**src/rtl/cordic_nco_driver_if.sv**
```systemverilog
// Handshake bundle between the NCO driver, the CORDIC core and the downstream sample consumer.
// master = driver side, slave = CORDIC / consumer side.
interface cordic_nco_driver_if #(
  parameter int unsigned WIDTH       = 16,
  parameter int unsigned ANGLE_WIDTH = 32
);
  logic                   cordic_start;
  logic [ANGLE_WIDTH-1:0] cordic_angle;
  logic [WIDTH-1:0]       cordic_x_start;
  logic [WIDTH-1:0]       cordic_y_start;
  logic [WIDTH-1:0]       cordic_cos;
  logic [WIDTH-1:0]       cordic_sin;
  logic                   cordic_done;
  logic [WIDTH-1:0]       sample_cos;
  logic [WIDTH-1:0]       sample_sin;
  logic                   sample_valid;
  logic                   sample_ready;

  modport master (
    output cordic_start, cordic_angle, cordic_x_start, cordic_y_start,
    output sample_cos, sample_sin, sample_valid,
    input  cordic_cos, cordic_sin, cordic_done, sample_ready
  );

  modport slave (
    input  cordic_start, cordic_angle, cordic_x_start, cordic_y_start,
    input  sample_cos, sample_sin, sample_valid,
    output cordic_cos, cordic_sin, cordic_done, sample_ready
  );
endinterface

```
**src/rtl/cordic_nco_driver.sv**
```systemverilog
// Phase-accumulating NCO front end for an iterative CORDIC: issues one angle per sample,
// captures the rotated result and delivers it downstream over a valid/ready handshake.
module cordic_nco_driver #(
  parameter int unsigned WIDTH       = 16,
  parameter int unsigned ANGLE_WIDTH = 32,
  parameter int unsigned TIMEOUT     = 64
) (
  input  logic                          clock,
  input  logic                          reset,
  input  logic                          enable,
  input  logic                          phase_load,
  input  logic signed [ANGLE_WIDTH-1:0] phase_init,
  input  logic signed [ANGLE_WIDTH-1:0] phase_inc,
  output logic [15:0]                   sample_count,
  output logic                          timeout_err,
  cordic_nco_driver_if.master           bus
);

  typedef logic signed [ANGLE_WIDTH:0] sum_t;
  typedef enum logic [1:0] {StIdle, StIssue, StWait, StHold} state_e;

  localparam sum_t Pi    = sum_t'(33'sh06487ED51);
  localparam sum_t TwoPi = sum_t'(33'sh0C90FDAA2);

  // The start cycle counts toward the budget, so the last WAIT cycle sees TIMEOUT-2.
  localparam int unsigned WdogW = (TIMEOUT > 2) ? $clog2(TIMEOUT) : 1;
  localparam logic [WdogW-1:0] WdogLast = WdogW'(TIMEOUT - 2);

  state_e                        state;
  logic signed [ANGLE_WIDTH-1:0] phase_acc;
  logic [WdogW-1:0]              wdog;
  sum_t                          phase_sum;
  sum_t                          phase_wrapped;

  assign bus.cordic_x_start = WIDTH'(16'h26DD);
  assign bus.cordic_y_start = '0;

  // Keep the accumulator in [-PI, PI) with a single conditional wrap.
  always_comb begin
    phase_sum     = sum_t'(phase_acc) + sum_t'(phase_inc);
    phase_wrapped = phase_sum;
    if (phase_sum >= Pi) begin
      phase_wrapped = phase_sum - TwoPi;
    end else if (phase_sum < -Pi) begin
      phase_wrapped = phase_sum + TwoPi;
    end
  end

  always_ff @(posedge clock) begin
    if (reset) begin
      state            <= StIdle;
      phase_acc        <= '0;
      wdog             <= '0;
      bus.cordic_start <= 1'b0;
      bus.cordic_angle <= '0;
      bus.sample_cos   <= '0;
      bus.sample_sin   <= '0;
      bus.sample_valid <= 1'b0;
      sample_count     <= '0;
      timeout_err      <= 1'b0;
    end else begin
      bus.cordic_start <= 1'b0;
      case (state)
        StIdle: begin
          if (phase_load) begin
            phase_acc <= phase_init;
          end else if (enable) begin
            state            <= StIssue;
            bus.cordic_start <= 1'b1;
            bus.cordic_angle <= phase_acc;
          end
        end
        StIssue: begin
          phase_acc <= phase_wrapped[ANGLE_WIDTH-1:0];
          wdog      <= '0;
          state     <= StWait;
        end
        StWait: begin
          if (bus.cordic_done) begin
            bus.sample_cos   <= bus.cordic_cos;
            bus.sample_sin   <= bus.cordic_sin;
            bus.sample_valid <= 1'b1;
            state            <= StHold;
          end else if (wdog == WdogLast) begin
            timeout_err <= 1'b1;
            state       <= StIdle;
          end else begin
            wdog <= wdog + 1'b1;
          end
        end
        StHold: begin
          if (bus.sample_ready) begin
            bus.sample_valid <= 1'b0;
            sample_count     <= sample_count + 16'd1;
            if (enable) begin
              state            <= StIssue;
              bus.cordic_start <= 1'b1;
              bus.cordic_angle <= phase_acc;
            end else begin
              state <= StIdle;
            end
          end
        end
        default: state <= StIdle;
      endcase
    end
  end

endmodule

```
**src/flat_wrapper.sv**
```systemverilog
// flat-port wrapper written by rule: the top's interface ports become plain ports
module cordic_nco_driver_flat 
#(
  parameter int unsigned WIDTH       = 16,
  parameter int unsigned ANGLE_WIDTH = 32,
  parameter int unsigned TIMEOUT     = 64
)
  (clock, reset, enable, phase_load, phase_init, phase_inc, sample_count, timeout_err, bus_cordic_start, bus_cordic_angle, bus_cordic_x_start, bus_cordic_y_start, bus_sample_cos, bus_sample_sin, bus_sample_valid, bus_cordic_cos, bus_cordic_sin, bus_cordic_done, bus_sample_ready);
  cordic_nco_driver_if #(.WIDTH(WIDTH), .ANGLE_WIDTH(ANGLE_WIDTH)) bus_i ();
  input  logic clock;
  input  logic reset;
  input  logic enable;
  input  logic phase_load;
  input  logic signed [ANGLE_WIDTH-1:0] phase_init;
  input  logic signed [ANGLE_WIDTH-1:0] phase_inc;
  output logic [15:0] sample_count;
  output logic timeout_err;
  output wire logic [$bits(bus_i.cordic_start)-1:0] bus_cordic_start;
  output wire logic [$bits(bus_i.cordic_angle)-1:0] bus_cordic_angle;
  output wire logic [$bits(bus_i.cordic_x_start)-1:0] bus_cordic_x_start;
  output wire logic [$bits(bus_i.cordic_y_start)-1:0] bus_cordic_y_start;
  output wire logic [$bits(bus_i.sample_cos)-1:0] bus_sample_cos;
  output wire logic [$bits(bus_i.sample_sin)-1:0] bus_sample_sin;
  output wire logic [$bits(bus_i.sample_valid)-1:0] bus_sample_valid;
  input wire logic [$bits(bus_i.cordic_cos)-1:0] bus_cordic_cos;
  input wire logic [$bits(bus_i.cordic_sin)-1:0] bus_cordic_sin;
  input wire logic [$bits(bus_i.cordic_done)-1:0] bus_cordic_done;
  input wire logic [$bits(bus_i.sample_ready)-1:0] bus_sample_ready;
  assign bus_cordic_start = bus_i.cordic_start;
  assign bus_cordic_angle = bus_i.cordic_angle;
  assign bus_cordic_x_start = bus_i.cordic_x_start;
  assign bus_cordic_y_start = bus_i.cordic_y_start;
  assign bus_sample_cos = bus_i.sample_cos;
  assign bus_sample_sin = bus_i.sample_sin;
  assign bus_sample_valid = bus_i.sample_valid;
  assign bus_i.cordic_cos = bus_cordic_cos;
  assign bus_i.cordic_sin = bus_cordic_sin;
  assign bus_i.cordic_done = bus_cordic_done;
  assign bus_i.sample_ready = bus_sample_ready;
  cordic_nco_driver #(.WIDTH(WIDTH), .ANGLE_WIDTH(ANGLE_WIDTH), .TIMEOUT(TIMEOUT)) u_core (.clock(clock), .reset(reset), .enable(enable), .phase_load(phase_load), .phase_init(phase_init), .phase_inc(phase_inc), .sample_count(sample_count), .timeout_err(timeout_err), .bus(bus_i));
endmodule
```
**config.mk**
```make
export PLATFORM = sky130hd
export DESIGN_NAME = cordic_nco_driver_flat
export DESIGN_NICKNAME = d
export VERILOG_FILES = /design/src/rtl/cordic_nco_driver_if.sv /design/src/rtl/cordic_nco_driver.sv /design/src/flat_wrapper.sv
export SDC_FILE = /design/constraint.sdc
export NUM_CORES = 1
export LEC_CHECK = 0
export BUFFER_PORTS_ARGS = -buffer_cell sky130_fd_sc_hd__buf_4
export CORE_MARGIN = 10
export CORE_UTILIZATION = 55
export CTS_CLUSTER_SIZE = 40
export DETAILED_ROUTE_END_ITERATION = 8
export GPL_TIMING_DRIVEN = 0
export MAX_ROUTING_LAYER = met4
export PLACE_DENSITY = 0.81
export REMOVE_ABC_BUFFERS = 1
export SYNTH_ARGS = -nofsm -noshare
export SYNTH_HDL_FRONTEND = slang
export SYNTH_SLANG_ARGS = --single-unit
```
**constraint.sdc**
```tcl
create_clock -name clock -period 7.6 [get_ports clock]
set_input_delay 0.76 -clock clock [delete_from_list [all_inputs] [get_ports clock]]
set_output_delay 0.76 -clock clock [all_outputs]
set_load 0.05 [all_outputs]
```
==> flow_metrics.py <==
metrics = {
    "die": {
        "start_util_pct": 56.28,
        "num_rows": 47,
        "core_area_mm2": 0.01658,
        "die_h_um": 150.3,
        "ioPinCount": 217,
        "fp.dieW_um": 150.3,
        "die_area_mm2": 0.02258,
    },
    "sta": {
        "hold_viol": 0,
        "fmax_ghz": 0.2009,
        "worst_slew_pin_slew_ns": 1.378,
        "period_minus_slack_ns": 4.978,
        "drv_slew": 0,
        "finalSetupTns_ns": 0,
        "slew_headroom_pct": 7.514,
        "setup_slack_ns": 2.622,
        "min_period_over_period_pct": 65.49,
        "rsz0062_at_grt": "no",
        "clock_skew_ns": 0.01293,
        "setup_viol": 0,
    },
    "logic_synthesis": {
        "yosysSeqAreaShare_pct": 26.38,
        "async_flop_share_pct": 0,
        "netlist_area_mm2": 0.009333,
        "synth_top_flop_cell": "dfxtp_1",
        "synth_warnings": 0,
        "synth_cell_types": 104,
        "syn_inst": 1229,
        "synth_edf_count": 0,
        "post-synth-top-area-cell": "dfxtp_1",
        "synth.area.top_cells": "dfxtp_1 (26%), nand2_1 (8.2%), a21oi_1 (7.0%)",
        "synth_top_area_share_pct": 26.38,
        "avgSynthCellArea_um2": 7.594,
        "ys_ff_latch": 123,
    },
    "worst_setup_path": {
        "cp-start-kind": "input port",
        "cp-endpoint": "u_core.phase_acc[22]",
        "timing.rr.start": "u_core.phase_acc[23]",
        "crit_required_ns": 7.86,
        "worst_setup_path_end_kind": "flop",
        "reg2reg_slack_ns": 2.71,
        "worstReg2RegEnd": "u_core.phase_acc[22]",
        "reg2reg_depth": 13,
        "crit_type": "in -> reg",
        "critical_path_peak_fanout": 25,
        "arrival_ns": 5.23,
        "crit_path_start": "phase_inc[23]",
    },
    "route": {
        "drt-pass1-iter-count": 5,
        "postRouteAntennaNets": 0,
        "drt_wl_total_um": 30690,
        "viasPerCell": 6.125,
        "drt_iter0_drc": 803,
        "drc": 0,
        "wl_per_cell_um": 19.38,
        "vias": 9696,
    },
    "worst_hold_path": {
        "hold_path_class": "reg -> reg",
    },
    "global_routing": {
        "grt_max_degree": 120,
        "grt_usage_pct": 26.58,
        "overflow": 0,
        "use_met2_pct": 42.77,
        "antenna_found_initial": 0,
        "first_global_vias": 9136,
        "busiest_layer": "met2",
        "met3_usage_pct": 4.622,
        "grt_use_met1_pct": 33.25,
        "grt_pass1_wl_um": 47710,
    },
    "place": {
        "pre_cts_ws_ns": 2.344,
        "place_congestion": 1.007,
        "portBuffers": 184,
        "dp_hpwl_um": 23950,
        "placedCellCount": 1551,
    },
    "cells_and_area": {
        "finalNetCount": 1495,
        "regArea_mm2": 0.002462,
        "diodes": 0,
        "layout_common_cells": "nand2_1 (203), buf_4 (184), a21oi_1 (131)",
        "area_delta_synth_final_pct": 19.44,
        "stdcell_count": 1583,
        "final_common_cell": "nand2_1",
        "n_fill_cell": 1479,
        "multi_input_area_mm2": 0.006317,
        "drive_above_1_share_pct": 20.69,
    },
    "cts": {
        "clock_latency_ns": 0.41,
        "cts_made_buffers": 17,
        "cts_hold_buf": 0,
        "htreeDepth": 4,
        "post_cts_buffers": 0,
        "cts.repair.resized": 0,
        "clockBufferDepth": 2,
        "clock_sinks": 123,
        "path_clk_slew_ns": 0.05,
        "cts_tree": "done",
        "cts_root_buf": "clkbuf_16",
    },
    "flow_run": {
        "maxCapViolations": 0,
    },
    "run_status": {
        "status": "finished clean",
    },
    "pwr": {
        "power_density_mw_per_mm2": 412.2,
        "worst_ir_drop_vdd_mv": 0.2424,
        "p_leak_nw": 4.382,
    },
}
-- worst max-delay path, stage by stage --
cell and delay, ns:
buf_4 0.11, ha_1 0.52, nand4_1 0.32, nor3_2 0.36, a211oi_1 0.15, and3b_1 0.21
a211oi_1 0.89, nand2_1 0.26, a2111oi_4 0.30, a32oi_4 0.40, or4_1 0.59, o31a_1 0.13
xnor2_1 0.15, o21ai_1 0.07
-- cell type report --
type / instances / area share [%]
clock buffer: 19 / 4.063
clock inverter: 13 / 1.482
inverter: 20 / 0.6959
multi-input combinational: 1003 / 56.67
sequential: 123 / 22.09
tap: 220 / 2.469
timing repair buffer: 185 / 12.53
-- cell usage after synthesis (all sizes together) (5+ instances only) --
master	count
dfxtp	123
nand2	203
nand3	11
inv	20
nor4	8
or3	19
o21a	9
or2	8
o22ai	17
clkbuf	47
a221oi	5
a22oi	5
a21o	7
a2111oi	7
a32oi	7
a22o	5
buf	66
nor2	81
o31ai	7
xor2	28
a31oi	23
nor4b	15
and2	11
nor2b	5
nand4	27
nor3	30
nand2b	7
o211ai	17
a211oi	26
xnor2	27
ha	42
and3	25
o21ai	77
a21oi	135
-- cells by family (layout without fill, tap and decap cells) --
kind of cell / Yosys count / in the layout / synth area share (%)
compound gates: 403 / 403 / 30.46
buf+inv: 133 / 237 / 7.253
other cells: 2 / 32 / 0.08047
fa+ha+maj: 43 / 43 / 5.845
mux: 5 / 5 / 0.5497
simple gates: 465 / 465 / 24.19
flops: 123 / 123 / 26.38
xor+xnor: 55 / 55 / 5.242
-- through the flow --
stage / cell area [µm²] / hold WS [ns] / util (%) / total power [W]
floorplan: 8846 / 0.4379 / - / 0.002997
global placement: 10500 / 0.4421 / 63.33 / 0.003658
detailed placement: 10530 / 0.4477 / 63.49 / 0.003701
CTS: 11150 / 0.4550 / 67.22 / 0.004540
global route: 11150 / 0.4662 / 67.22 / 0.004896
finish: 11150 / 0.4530 / 67.22 / 0.004594
-- state kept, by name, summed over array words and instances, names as in the netlist --
signal / flops
u_core.bus.cordic_angle: 32
u_core.phase_acc: 32
u_core.bus.sample_cos: 16
u_core.bus.sample_sin: 16
u_core.sample_count: 16
u_core.wdog: 6
u_core.state: 2
u_core.bus.cordic_start: 1
u_core.bus.sample_valid: 1
u_core.timeout_err: 1
-- where the power goes --
group	leakage (nW)	switching [W]	internal (W)
Combinational	3.09	0.00187	0.00102
Sequential	0.998	0.000129	0.000748
Clock	0.292	0.000296	0.000534
-- layer usage --
metal	routed length (µm)	vias to the layer above
li1	-	4695
met1	13050	4564
met2	14330	397
met3	2649	40
met4	650	0
met5	0	-
-- how the worst min path moves through the flow --
stage / from / endpoint / slack (ns) / cells past startpoint
after floorplan: u_core.phase_acc[27] / u_core.bus.cordic_angle[27] / 0.44 / 2
after global placement: u_core.bus.sample_sin[11] / u_core.bus.sample_sin[11] / 0.44 / 2
after detailed placement: u_core.bus.cordic_angle[19] / u_core.bus.cordic_angle[19] / 0.45 / 2
after CTS: u_core.bus.cordic_angle[19] / u_core.bus.cordic_angle[19] / 0.45 / 2
after global routing: u_core.bus.sample_cos[6] / u_core.bus.sample_cos[6] / 0.47 / 2
final: u_core.bus.sample_cos[12] / u_core.bus.sample_cos[12] / 0.45 / 2
(Power assumes the default switching activity.)
